===== config.mk =====
export PLATFORM = sky130hd
export DESIGN_NAME = fetch_unit
export DESIGN_NICKNAME = d
export VERILOG_FILES = /design/src/rtl/fetch_pkg.sv /design/src/rtl/dff.sv /design/src/rtl/fetch_unit.sv
export SDC_FILE = /design/constraint.sdc
export NUM_CORES = 1
export LEC_CHECK = 0
export ABC_CLOCK_PERIOD_IN_PS = 4700
export CAP_MARGIN = 20
export CORE_MARGIN = 1
export CORE_UTILIZATION = 50
export DETAILED_ROUTE_END_ITERATION = 6
export DONT_BUFFER_PORTS = 1
export HOLD_SLACK_MARGIN = 0.02
export MAX_ROUTING_LAYER = met4
export SYNTH_ARGS = -nofsm -noshare
export SYNTH_HDL_FRONTEND = slang
export SYNTH_SLANG_ARGS = --single-unit

===== constraint.sdc =====
create_clock -name clock -period 4.7 [get_ports clock]
set_input_delay 0.705 -clock clock [delete_from_list [all_inputs] [get_ports clock]]
set_output_delay 0.705 -clock clock [all_outputs]
set_load 0.02 [all_outputs]

===== src/rtl/fetch_pkg.sv =====
// Shared types and constants for the instruction-fetch front end.
package fetch_pkg;

    typedef enum logic [1:0] {
        BOOT = 2'd0,
        RUN  = 2'd1,
        HALT = 2'd2
    } fetch_state_t;

    localparam int          PC_STEP    = 4;
    localparam logic [31:0] HALT_INSTR = 32'hFFFF_FFFF;

endpackage


===== src/rtl/dff.sv =====
// Plain N-bit register with asynchronous active-high reset to zero.
// Latency: one edge from d to q. No handshake.
module dff #(
    parameter int N = 32
) (
    input  logic         clock,
    input  logic         reset,
    input  logic [N-1:0] d,
    output logic [N-1:0] q
);

    always_ff @(posedge clock or posedge reset) begin
        if (reset) q <= '0;
        else       q <= d;
    end

endmodule


===== src/rtl/fetch_unit.sv =====
// Fetch front end: owns the PC, drives imem_addr, captures words into a valid/ready slot.
// Latency: word at PC appears on out_* one edge later; a full slot stalls the PC until out_ready.
module fetch_unit
    import fetch_pkg::*;
#(
    parameter int           N        = 32,
    parameter logic [N-1:0] RESET_PC = '0
) (
    input  logic         clock,
    input  logic         reset,
    output logic [N-1:0] imem_addr,
    input  logic [N-1:0] imem_data,
    input  logic         redirect,
    input  logic [N-1:0] redirect_pc,
    input  logic         out_ready,
    output logic         out_valid,
    output logic [N-1:0] out_instr,
    output logic [N-1:0] out_pc,
    output logic [N-1:0] out_pc4
);

    fetch_state_t state, state_nxt;
    logic [N-1:0] pc, pc_nxt, pc_q, redirect_tgt;
    logic         load, accept, is_halt;

    // The register resets to zero, so store the PC offset from RESET_PC.
    dff #(.N(N)) u_pc (
        .clock (clock),
        .reset (reset),
        .d     (pc_nxt ^ RESET_PC),
        .q     (pc_q)
    );

    assign pc           = pc_q ^ RESET_PC;
    assign imem_addr    = pc;
    assign redirect_tgt = redirect_pc & ~{{(N-2){1'b0}}, 2'b11};

    always_ff @(posedge clock or posedge reset) begin
        if (reset) state <= BOOT;
        else       state <= state_nxt;
    end

    always_comb begin
        state_nxt = state;
        pc_nxt    = pc;
        accept    = out_valid & out_ready;
        is_halt   = (imem_data == N'(HALT_INSTR));
        load      = (state == RUN) && (!out_valid || out_ready) && !redirect;

        case (state)
            BOOT:    state_nxt = RUN;
            RUN:     if (load && is_halt) state_nxt = HALT;
            HALT:    state_nxt = HALT;
            default: state_nxt = BOOT;
        endcase

        if (redirect) begin
            pc_nxt = redirect_tgt;
            if (state != BOOT) state_nxt = RUN;
        end else if (load && !is_halt) begin
            pc_nxt = pc + N'(PC_STEP);
        end
    end

    always_ff @(posedge clock or posedge reset) begin
        if (reset) begin
            out_valid <= 1'b0;
            out_instr <= '0;
            out_pc    <= '0;
            out_pc4   <= '0;
        end else if (redirect && state != BOOT) begin
            out_valid <= 1'b0;
        end else if (load) begin
            out_valid <= 1'b1;
            out_instr <= imem_data;
            out_pc    <= pc;
            out_pc4   <= pc + N'(PC_STEP);
        end else if (state == HALT && accept) begin
            out_valid <= 1'b0;
        end
    end

endmodule


==> out/metrics.csv, run 1 <==
metric,value,unit
status,"complete, no violations",
Initial Util,52.34,%
CP Buf/Inv Count,1,
worst skew pair latency,410,ps
Logic pwr share,8.9,%
Most used DFF post-synth,dfrtp_1,
final antenna-violating net count,0,
Final WS setup,1923,ps
clock-pin slew on the worst setup and hold paths,50,ps
initial antenna violation count,0,
Total Die Area,11980,µm²
switching power,0.0009264,W
Worst setup SP type,flop,
# IOs,197,
maximum root-to-sink buffer count,2,
Achievable Freq,0.3601,GHz
Crit-path slowest cell,nor2_4,
Sw Share,29.39,%
Post-Synth XOR/XNOR Area,5.310,%
CP Capture Type,flop,
Hold WS,319.2,ps
Reg power frac,49.8,%
vias in the first global route,3925,
VDD IR max,274.6,µV
Area Growth Syn to Fin,11.53,%
synth warn,0,
Post-CTS Setup Inserts,0,
share of cells above drive strength 1,20.42,%
pre-CTS setup slack,1403,ps
mux contribution to synthesized area,12.66,%
critical path's top delay family,simple AND/OR/NAND/NOR gates,
min-delay worst type,in -> async,
combinational family with the most area after synthesis,simple AND/OR/NAND/NOR gates,
Placeable Area,11030,µm²
Synth Area in Adders,0.2167,%
fin nets,576,
Residual DRC,0,
"Distinct cells, synth",48,
number of diodes,0,
Pins Over Slew Limit,0,
fill count,932,
setup TNS,0,ps
data arrival time of the worst path,3070,ps
worst path cell trace,nand2b_1 -> nand3_1 -> nor2_4 -> buf_12 -> nand2_1 -> o311ai_0,
clk_skew,8.466,ps
Synth Area in Simple Gates,14.26,%
cts repair resizes,0,
register area share after synthesis,54.18,%
CP max stage delay,830,ps
initial DRC count,212,
clock root cell,clkbuf_16,
maximum number of pins on one net before global-route repair,92,
asr flop ratio synth,100.0,%
Avg Vias per Cell,6.044,
I/O Buffers,0,
Worst EP required,4990,ps
via count,3983,
Slew headroom,29.88,%
cts hold-fix bufs,0,
Overflow after GRT,0,
H-Tree Depth,4,
Slew @ Worst Pin,1045,ps
clock power share,41.3,%
crit path kind,reg -> reg,
first-pass GRT wire length,20530,µm
CTS tree,yes,
max_cap viols,0,
CTS buffer count,17,
RSZ-0062 raised after global routing,false,
Post-DP HPWL,9094,µm
Final Hold Vio Count,0,
Final Cycle Share,59.08,%
synthesized instance count,517,
CTS Sinks,125,
"Setup violations, final",0,
"EDFF count, synth",0,
Final min period,2777,ps
"most common cell after layout, fill and taps aside",dfrtp_1,
Die X,109.5,µm
WL per Instance,20.39,µm
internal power,0.002226,W
DR pass1 iterations,4,
"commonest non-fill, non-tap cells in the layout","dfrtp_1, mux2_2, nor2_1, a21oi_1, nand2_1",
"FF+latch count, synth",125,
Critical Path Fanout Max,46,
# rows,38,
Finished Core Util,58.37,%
GRT Total Usage,23.80,%
GPL Wtd Cong,0.7700,
Synth Cell Area,5773,µm²
final WL,13440,µm
compound-gate portion of the synthesized area,9.450,%
die height,109.5,µm
Lkg Pwr,2.500,nW
PD cells,489.6,nW/µm²
synthesized area per cell,11.17,µm²
-- worst register-to-register path, delay by kind of cell, from the launching register on --
family | cells | cell delay, ps
and+or+nand+nor | 4 | 1540
DFF | 1 | 490
buffers and inverters | 1 | 310
AOI/OAI and AO/OA | 1 | 310
-- cell families (layout without fill, tap and decap cells) --
group | after synthesis | after routing
compound gates | 91 | 91
xor+xnor | 35 | 35
fa+ha+maj | 1 | 1
buf+inv | 44 | 41
flops | 125 | 125
mux | 65 | 65
other cells | 1 | 6
simple gates | 155 | 155
-- per-layer routing --
metal  track usage, %  vias up  wire length (µm)
li1                 -     1831                 -
met1            29.47     1978              5672
met2            35.58      151              6356
met3            8.951       23              1204
met4            8.667        0               204
met5                -        -                 0
-- flip-flops by register name, summed over array words and instances, names as in the netlist --
signal,count
out_valid,1
u_pc.q,30
out_pc,30
state,2
out_instr,32
out_pc4,30
-- final timing paths --
path	depth (start not counted)	start	slack [ps]	end
max	6	out_valid$_DFFE_PP0P_	1920	u_pc.q[23]$_DFFE_PP0P_
min	1	reset	320	out_instr[17]$_DFFE_PP0P_
max reg2reg	6	out_valid$_DFFE_PP0P_	1920	u_pc.q[23]$_DFFE_PP0P_
min reg2reg	1	state[1]$_DFF_PP0_	500	state[0]$_DFF_PP0_
max in group asynchronous	2	reset	3410	out_pc[19]$_DFFE_PP0P_
min in group clock	1	redirect	400	u_pc.q[3]$_DFFE_PP0P_
-- per-stage QoR --
stage	area, µm²	cells	total power (W)
6_report	6439	659	0.003152
2_1_floorplan	5792	522	0.001790
4_1_cts	6411	658	0.003174
3_3_place_gp	5827	627	0.001853
3_5_place_dp	5827	627	0.001870
5_1_grt	6439	659	0.003282
-- power by group through the flow --
stage | logic, W | registers (W) | clock network [W]
after floorplan | 0.000266 | 0.00152 | 0
after global routing | 0.000316 | 0.00159 | 0.00137
after CTS | 0.000282 | 0.00157 | 0.00132
after detailed placement | 0.000281 | 0.00159 | 0
final | 0.000280 | 0.00157 | 0.00130
after global placement | 0.000270 | 0.00158 | 0
-- layout make-up --
type | count | area [µm²] | share of cell area [%]
clock buffers | 24 | 471.7 | 7.326
clock inverters | 7 | 112.6 | 1.749
inverters | 6 | 27.53 | 0.4275
multi-input cells | 353 | 2449 | 38.03
flip-flops and latches | 125 | 3128 | 48.58
well taps | 140 | 175.2 | 2.721
repair buffers | 4 | 75.07 | 1.166
-- synthesized netlist by cell type (3+ instances only) --
master     number  area [µm²]
a21oi_1        31       155.2
and3_1          3       18.77
nand3_1        13       65.06
o311ai_0        4       35.03
clkbuf_1       13       48.80
o211ai_1        4       30.03
o21ai_0        17       85.08
nor3_1          5       25.02
buf_2          16       80.08
inv_1           5       18.77
and4_1          5       43.79
o21ai_1         5       25.02
a31oi_1        14       87.58
dfrtp_1       125        3128
nand4_1        20       125.1
nand2b_1        3       18.77
or4_1           3       22.52
nor2_1         49       183.9
or3_1          12       75.07
mux2_2         64       720.7
a2111oi_0       5       43.79
buf_4           8       60.06
nand2_1        26       97.59
xor2_1         16       140.1
xnor2_1        19       166.4
(Power assumes the default switching activity.)
==> run 2, diff against run 1 <==
ABC_CLOCK_PERIOD_IN_PS = 2600   (was 4700)
clock period = 2.6 ns   (was 4.7 ns; I/O delays follow)
==> run 2 against run 1 <==
Net effect: the flow now finishes with violations (hold timing); critical path depth down 1; design area increased by 3.7%; clock skew about the same; cell count increased by 4.9%; clock power increased by 84%; fmax is 21% higher; non-clock buffer count is 30 higher; largest cell class unchanged; critical path type unchanged; combinational power increased by 140%; hold slack got worse by 320 ps.
==> out/metrics.csv, run 2 (synthesis gave the netlist of run 1 again) <==
metric,value,unit,change
GRT Total Usage,24.97,%,was 23.80%
Post-CTS Setup Inserts,0,,unchanged
worst skew pair latency,410,ps,about the same
via count,4106,,was 3983
I/O Buffers,0,,unchanged
internal power,0.004122,W,was 0.002226 W
WL per Instance,19.99,µm,was 20.39 µm
Post-DP HPWL,9678,µm,was 9094 µm
first-pass GRT wire length,21400,µm,was 20530 µm
clock root cell,clkbuf_16,,unchanged
cts hold-fix bufs,0,,unchanged
Worst setup SP type,flop,,unchanged
Initial Util,52.34,%,unchanged
PD cells,868.1,nW/µm²,was 489.6 nW/µm²
Slew @ Worst Pin,827.2,ps,was 1045 ps
GPL Wtd Cong,0.7780,,was 0.7700
Hold WS,-4.589,ps,was 319.2 ps
Final Hold Vio Count,3,,was 0
max_cap viols,0,,unchanged
Total Die Area,11980,µm²,unchanged
"commonest non-fill, non-tap cells in the layout","dfrtp_1, mux2_2, nor2_1, a21oi_1, buf_4",,"was dfrtp_1, mux2_2, nor2_1, a21oi_1, nand2_1"
Crit-path slowest cell,dfrtp_1,,was nor2_4
# IOs,197,,unchanged
CP max stage delay,570,ps,was 830 ps
final antenna-violating net count,0,,unchanged
Final WS setup,312.9,ps,was 1923 ps
maximum number of pins on one net before global-route repair,82,,was 92
die height,109.5,µm,unchanged
worst path cell trace,and4_1 -> nand4_1 -> or4_4 -> or4_1 -> nand3_1,,was nand2b_1 -> nand3_1 -> nor2_4 -> buf_12 -> nand2_1 -> o311ai_0
Die X,109.5,µm,unchanged
critical path's top delay family,simple AND/OR/NAND/NOR gates,,unchanged
maximum root-to-sink buffer count,2,,unchanged
DR pass1 iterations,5,,was 4
Overflow after GRT,0,,unchanged
"most common cell after layout, fill and taps aside",dfrtp_1,,unchanged
CP Buf/Inv Count,0,,was 1
Reg power frac,47.2,%,was 49.8%
CTS buffer count,17,,unchanged
vias in the first global route,4169,,was 3925
data arrival time of the worst path,2630,ps,was 3070 ps
initial DRC count,262,,was 212
Residual DRC,0,,unchanged
CTS Sinks,125,,unchanged
Worst EP required,2950,ps,was 4990 ps
initial antenna violation count,1,,was 0
"Setup violations, final",0,,unchanged
setup TNS,0,ps,unchanged
cts repair resizes,0,,unchanged
Placeable Area,11030,µm²,unchanged
clock power share,41.3,%,about the same
Area Growth Syn to Fin,15.67,%,was 11.53%
clock-pin slew on the worst setup and hold paths,50,ps,about the same
fin nets,606,,was 576
CP Capture Type,flop,,unchanged
Largest register FFs,32,,unchanged
Sw Share,28.90,%,was 29.39%
RSZ-0062 raised after global routing,false,,unchanged
clk_skew,8.213,ps,was 8.466 ps
Largest Register,out_instr,,unchanged
min-delay worst type,in -> async,,unchanged
H-Tree Depth,4,,unchanged
# rows,38,,unchanged
Achievable Freq,0.4372,GHz,was 0.3601 GHz
pre-CTS setup slack,332.1,ps,was 1403 ps
Final min period,2287,ps,was 2777 ps
Logic pwr share,11.5,%,was 8.9%
status,"complete, but fails checks",,"was complete, no violations"
failing checks,hold timing,,
share of cells above drive strength 1,24.55,%,was 20.42%
VDD IR max,618.0,µV,was 274.6 µV
fill count,916,,was 932
Slew headroom,44.74,%,was 29.88%
Final Cycle Share,87.97,%,was 59.08%
crit path kind,reg -> reg,,unchanged
Pins Over Slew Limit,0,,unchanged
Avg Vias per Cell,5.942,,was 6.044
switching power,0.001675,W,was 0.0009264 W
Lkg Pwr,2.651,nW,was 2.500 nW
final WL,13810,µm,was 13440 µm
CTS tree,yes,,unchanged
Critical Path Fanout Max,7,,was 46
[run 2: layout make-up]
cell class | instances | area, µm² | share of cell area (%)
flip-flops and latches | 125 | 3128 | 46.84
well taps | 140 | 175.2 | 2.623
clock buffers | 24 | 451.7 | 6.764
multi-input cells | 353 | 2449 | 36.67
clock inverters | 8 | 140.1 | 2.099
inverters | 6 | 26.28 | 0.3935
repair buffers | 34 | 305.3 | 4.572
diodes | 1 | 2.502 | 0.03747
[run 2: through the flow]
stage	power (W)	utilization (%)	std cells	cell area [µm²]
2_1_floorplan	0.003235	-	522	5796
3_3_place_gp	0.003416	55.15	658	6083
3_5_place_dp	0.003443	55.15	658	6083
4_1_cts	0.005863	60.51	690	6675
5_1_grt	0.006042	60.54	691	6678
6_report	0.005797	60.54	691	6678
[run 2: per-layer routing]
metal  GRT usage, %  up-vias  part of all wire, %  routed length, µm
met4          11.71        0                  2.2                298
met3          8.714       29                  9.5               1319
met1          31.08     1997                   42               5746
met5              -        -                    0                  0
li1               -     1892                    -                  -
met2          36.43      188                   47               6448
[run 2: path summary, 6_finish.rpt]
path                                               end  depth (start not counted)  slack, ps                  start
worst max-delay path            u_pc.q[29]$_DFFE_PP0P_                          5        310  u_pc.q[3]$_DFFE_PP0P_
worst min-delay path             out_pc[5]$_DFFE_PP0P_                          1         -5                  reset
worst max register to register  u_pc.q[29]$_DFFE_PP0P_                          5        310  u_pc.q[3]$_DFFE_PP0P_
worst min register to register      state[0]$_DFF_PP0_                          1        520     state[1]$_DFF_PP0_
max in group asynchronous       out_pc[16]$_DFFE_PP0P_                          2       1770                  reset
min in group clock              u_pc.q[13]$_DFFE_PP0P_                          1         80               redirect
[run 2: power by group through the flow]
stage               Sequential [W]  Combinational (W)  Clock [W]
floorplan                  0.00275           0.000481          0
global placement           0.00276           0.000654          0
detailed placement         0.00277           0.000677          0
CTS                        0.00274           0.000678    0.00245
global route               0.00277           0.000745    0.00252
finish                     0.00273           0.000669    0.00239
==> run 3, diff against run 2 <==
PLACE_DENSITY = 0.77   (was not set)
==> run 3 against run 2 <==
Net effect: the flow now finishes without violations; clock skew shrank 2.3 ps; combinational power is essentially flat; register-to-register slack better by 40 ps; clock power fell by 15%; fmax increased by 2.0%; power fell by 5.8%; sequential share of layout area rose by 0.46 points; non-clock buffer count increased by 2; design area down 0.97%; highest routed layer unchanged.
==> out/metrics.csv, run 3 (synthesis gave the netlist of run 1 again) <==
metric,value,unit,change
data arrival time of the worst path,2570,ps,was 2630 ps
fill count,877,,was 916
PD cells,826.0,nW/µm²,was 868.1 nW/µm²
design area,6613,µm²,was 6678 µm²
# rows,38,,unchanged
Overflow after GRT,0,,unchanged
WL per Instance,20.33,µm,was 19.99 µm
CTS Sinks,125,,unchanged
Final min period,2243,ps,was 2287 ps
via count,4161,,was 4106
GRT Total Usage,25.45,%,was 24.97%
Achievable Freq,0.4458,GHz,was 0.4372 GHz
# IOs,197,,unchanged
status,"complete, no violations",,"was complete, but fails checks"
H-Tree Depth,4,,unchanged
RSZ-0062 raised after global routing,false,,unchanged
Total Die Area,11980,µm²,unchanged
CTS buffer count,17,,unchanged
clock-pin slew on the worst setup and hold paths,50,ps,about the same
crit path kind,reg -> reg,,unchanged
Worst EP required,2920,ps,was 2950 ps
die height,109.5,µm,unchanged
clock root cell,clkbuf_16,,unchanged
Largest Register,out_instr,,unchanged
Lkg Pwr,2.623,nW,was 2.651 nW
Slew headroom,49.65,%,was 44.74%
Slew @ Worst Pin,753.7,ps,was 827.2 ps
maximum root-to-sink buffer count,2,,unchanged
Post-DP HPWL,10070,µm,was 9678 µm
share of cells above drive strength 1,24.45,%,was 24.55%
Pins Over Slew Limit,0,,unchanged
CTS tree,yes,,unchanged
Critical Path Fanout Max,8,,was 7
Largest register FFs,32,,unchanged
DR pass1 iterations,4,,was 5
post-place instance area,6091,µm²,was 6083 µm²
Area Growth Syn to Fin,14.54,%,was 15.67%
VDD IR max,529.3,µV,was 618.0 µV
I/O Buffers,0,,unchanged
FF+latch area,3128,µm²,unchanged
CP Capture Type,flop,,unchanged
Placeable Area,11030,µm²,unchanged
Avg Vias per Cell,6.039,,was 5.942
worst skew pair latency,410,ps,about the same
Residual DRC,0,,unchanged
Worst setup SP type,flop,,unchanged
max_cap viols,0,,unchanged
GPL Wtd Cong,0.8698,,was 0.7780
final antenna-violating net count,0,,unchanged
min-delay worst type,in -> reg,,was in -> async
Final Hold Vio Count,0,,was 3
Final Cycle Share,86.27,%,was 87.97%
vias in the first global route,4371,,was 4169
"Setup violations, final",0,,unchanged
first-pass GRT wire length,21820,µm,was 21400 µm
setup TNS,0,ps,unchanged
cts repair resizes,0,,unchanged
final WL,14010,µm,was 13810 µm
fin nets,608,,was 606
Die X,109.5,µm,unchanged
Post-CTS Setup Inserts,0,,unchanged
initial antenna violation count,1,,unchanged
initial DRC count,239,,was 262
footprint of the multi-input gates,2449,µm²,unchanged
Initial Util,52.34,%,unchanged
"commonest non-fill, non-tap cells in the layout","dfrtp_1, mux2_2, nor2_1, a21oi_1, buf_4",,unchanged
clk_skew,5.876,ps,was 8.213 ps
"most common cell after layout, fill and taps aside",dfrtp_1,,unchanged
maximum number of pins on one net before global-route repair,77,,was 82
-- run 3: area by class of cell --
cell class	instances	area share [%]
antenna	1	0.03784
clock buffer	26	7.550
clock inverter	2	0.1514
inverter	6	0.3974
multi-input combinational	353	37.03
sequential	125	47.30
tap	140	2.649
timing repair buffer	36	4.882
-- run 3: power breakdown --
| part | internal (W) | switching [W] |
|---|---|---|
| Sequential | 0.00222 | 0.000529 |
| Combinational | 0.000308 | 0.000361 |
| Clock | 0.00129 | 0.000753 |
-- run 3: final timing paths --
kind | start | endpoint | slack, ps | cells past startpoint
max in group asynchronous | reset | out_instr[5]$_DFFE_PP0P_ | 1260 | 3
worst max-delay path | u_pc.q[9]$_DFFE_PP0P_ | u_pc.q[31]$_DFFE_PP0P_ | 360 | 5
min in group asynchronous | reset | out_instr[18]$_DFFE_PP0P_ | 600 | 2
worst max register to register | u_pc.q[9]$_DFFE_PP0P_ | u_pc.q[31]$_DFFE_PP0P_ | 360 | 5
worst min register to register | state[1]$_DFF_PP0_ | state[0]$_DFF_PP0_ | 510 | 1
worst min-delay path | redirect_pc[14] | u_pc.q[14]$_DFFE_PP0P_ | 100 | 2
-- run 3: critical path, stage by stage, from the launching register on --
cell,delay (ps)
dfrtp_1,560
and4_1,340
nand4_1,190
or4_4,550
or3_1,320
a31oi_1,190
-- run 3: layer usage --
metal  vias to the layer above  GRT usage, %  part of all wire (%)  routed length [µm]
met4                         0         12.00                   2.2                 302
met5                         -             -                     0                   0
met1                      2043         28.27                    39                5522
met2                       207         40.75                    49                6829
li1                       1891             -                     -                   -
met3                        20         9.306                   9.7                1354
-- run 3: what timing repair did --
action | 4_1_cts | 5_1_grt
hold endpoints to repair | 27 | 0
setup endpoints to repair | 0 | 0
hold buffers | 1 | 0
-- run 3: through the flow --
| stage | cells | hold WS (ps) | power [W] | setup WS (ps) | utilization [%] |
|---|---|---|---|---|---|
| after detailed placement | 659 | 424.7 | 0.003449 | 353.7 | 55.22 |
| after CTS | 688 | 53.36 | 0.005515 | 329.7 | 59.93 |
| final | 689 | 102.0 | 0.005462 | 357.0 | 59.95 |
| after global placement | 659 | 408.6 | 0.003407 | 408.1 | 55.22 |
| after floorplan | 522 | 458.2 | 0.003235 | 572.0 | - |
| after global routing | 689 | 66.20 | 0.005703 | 225.5 | 59.95 |
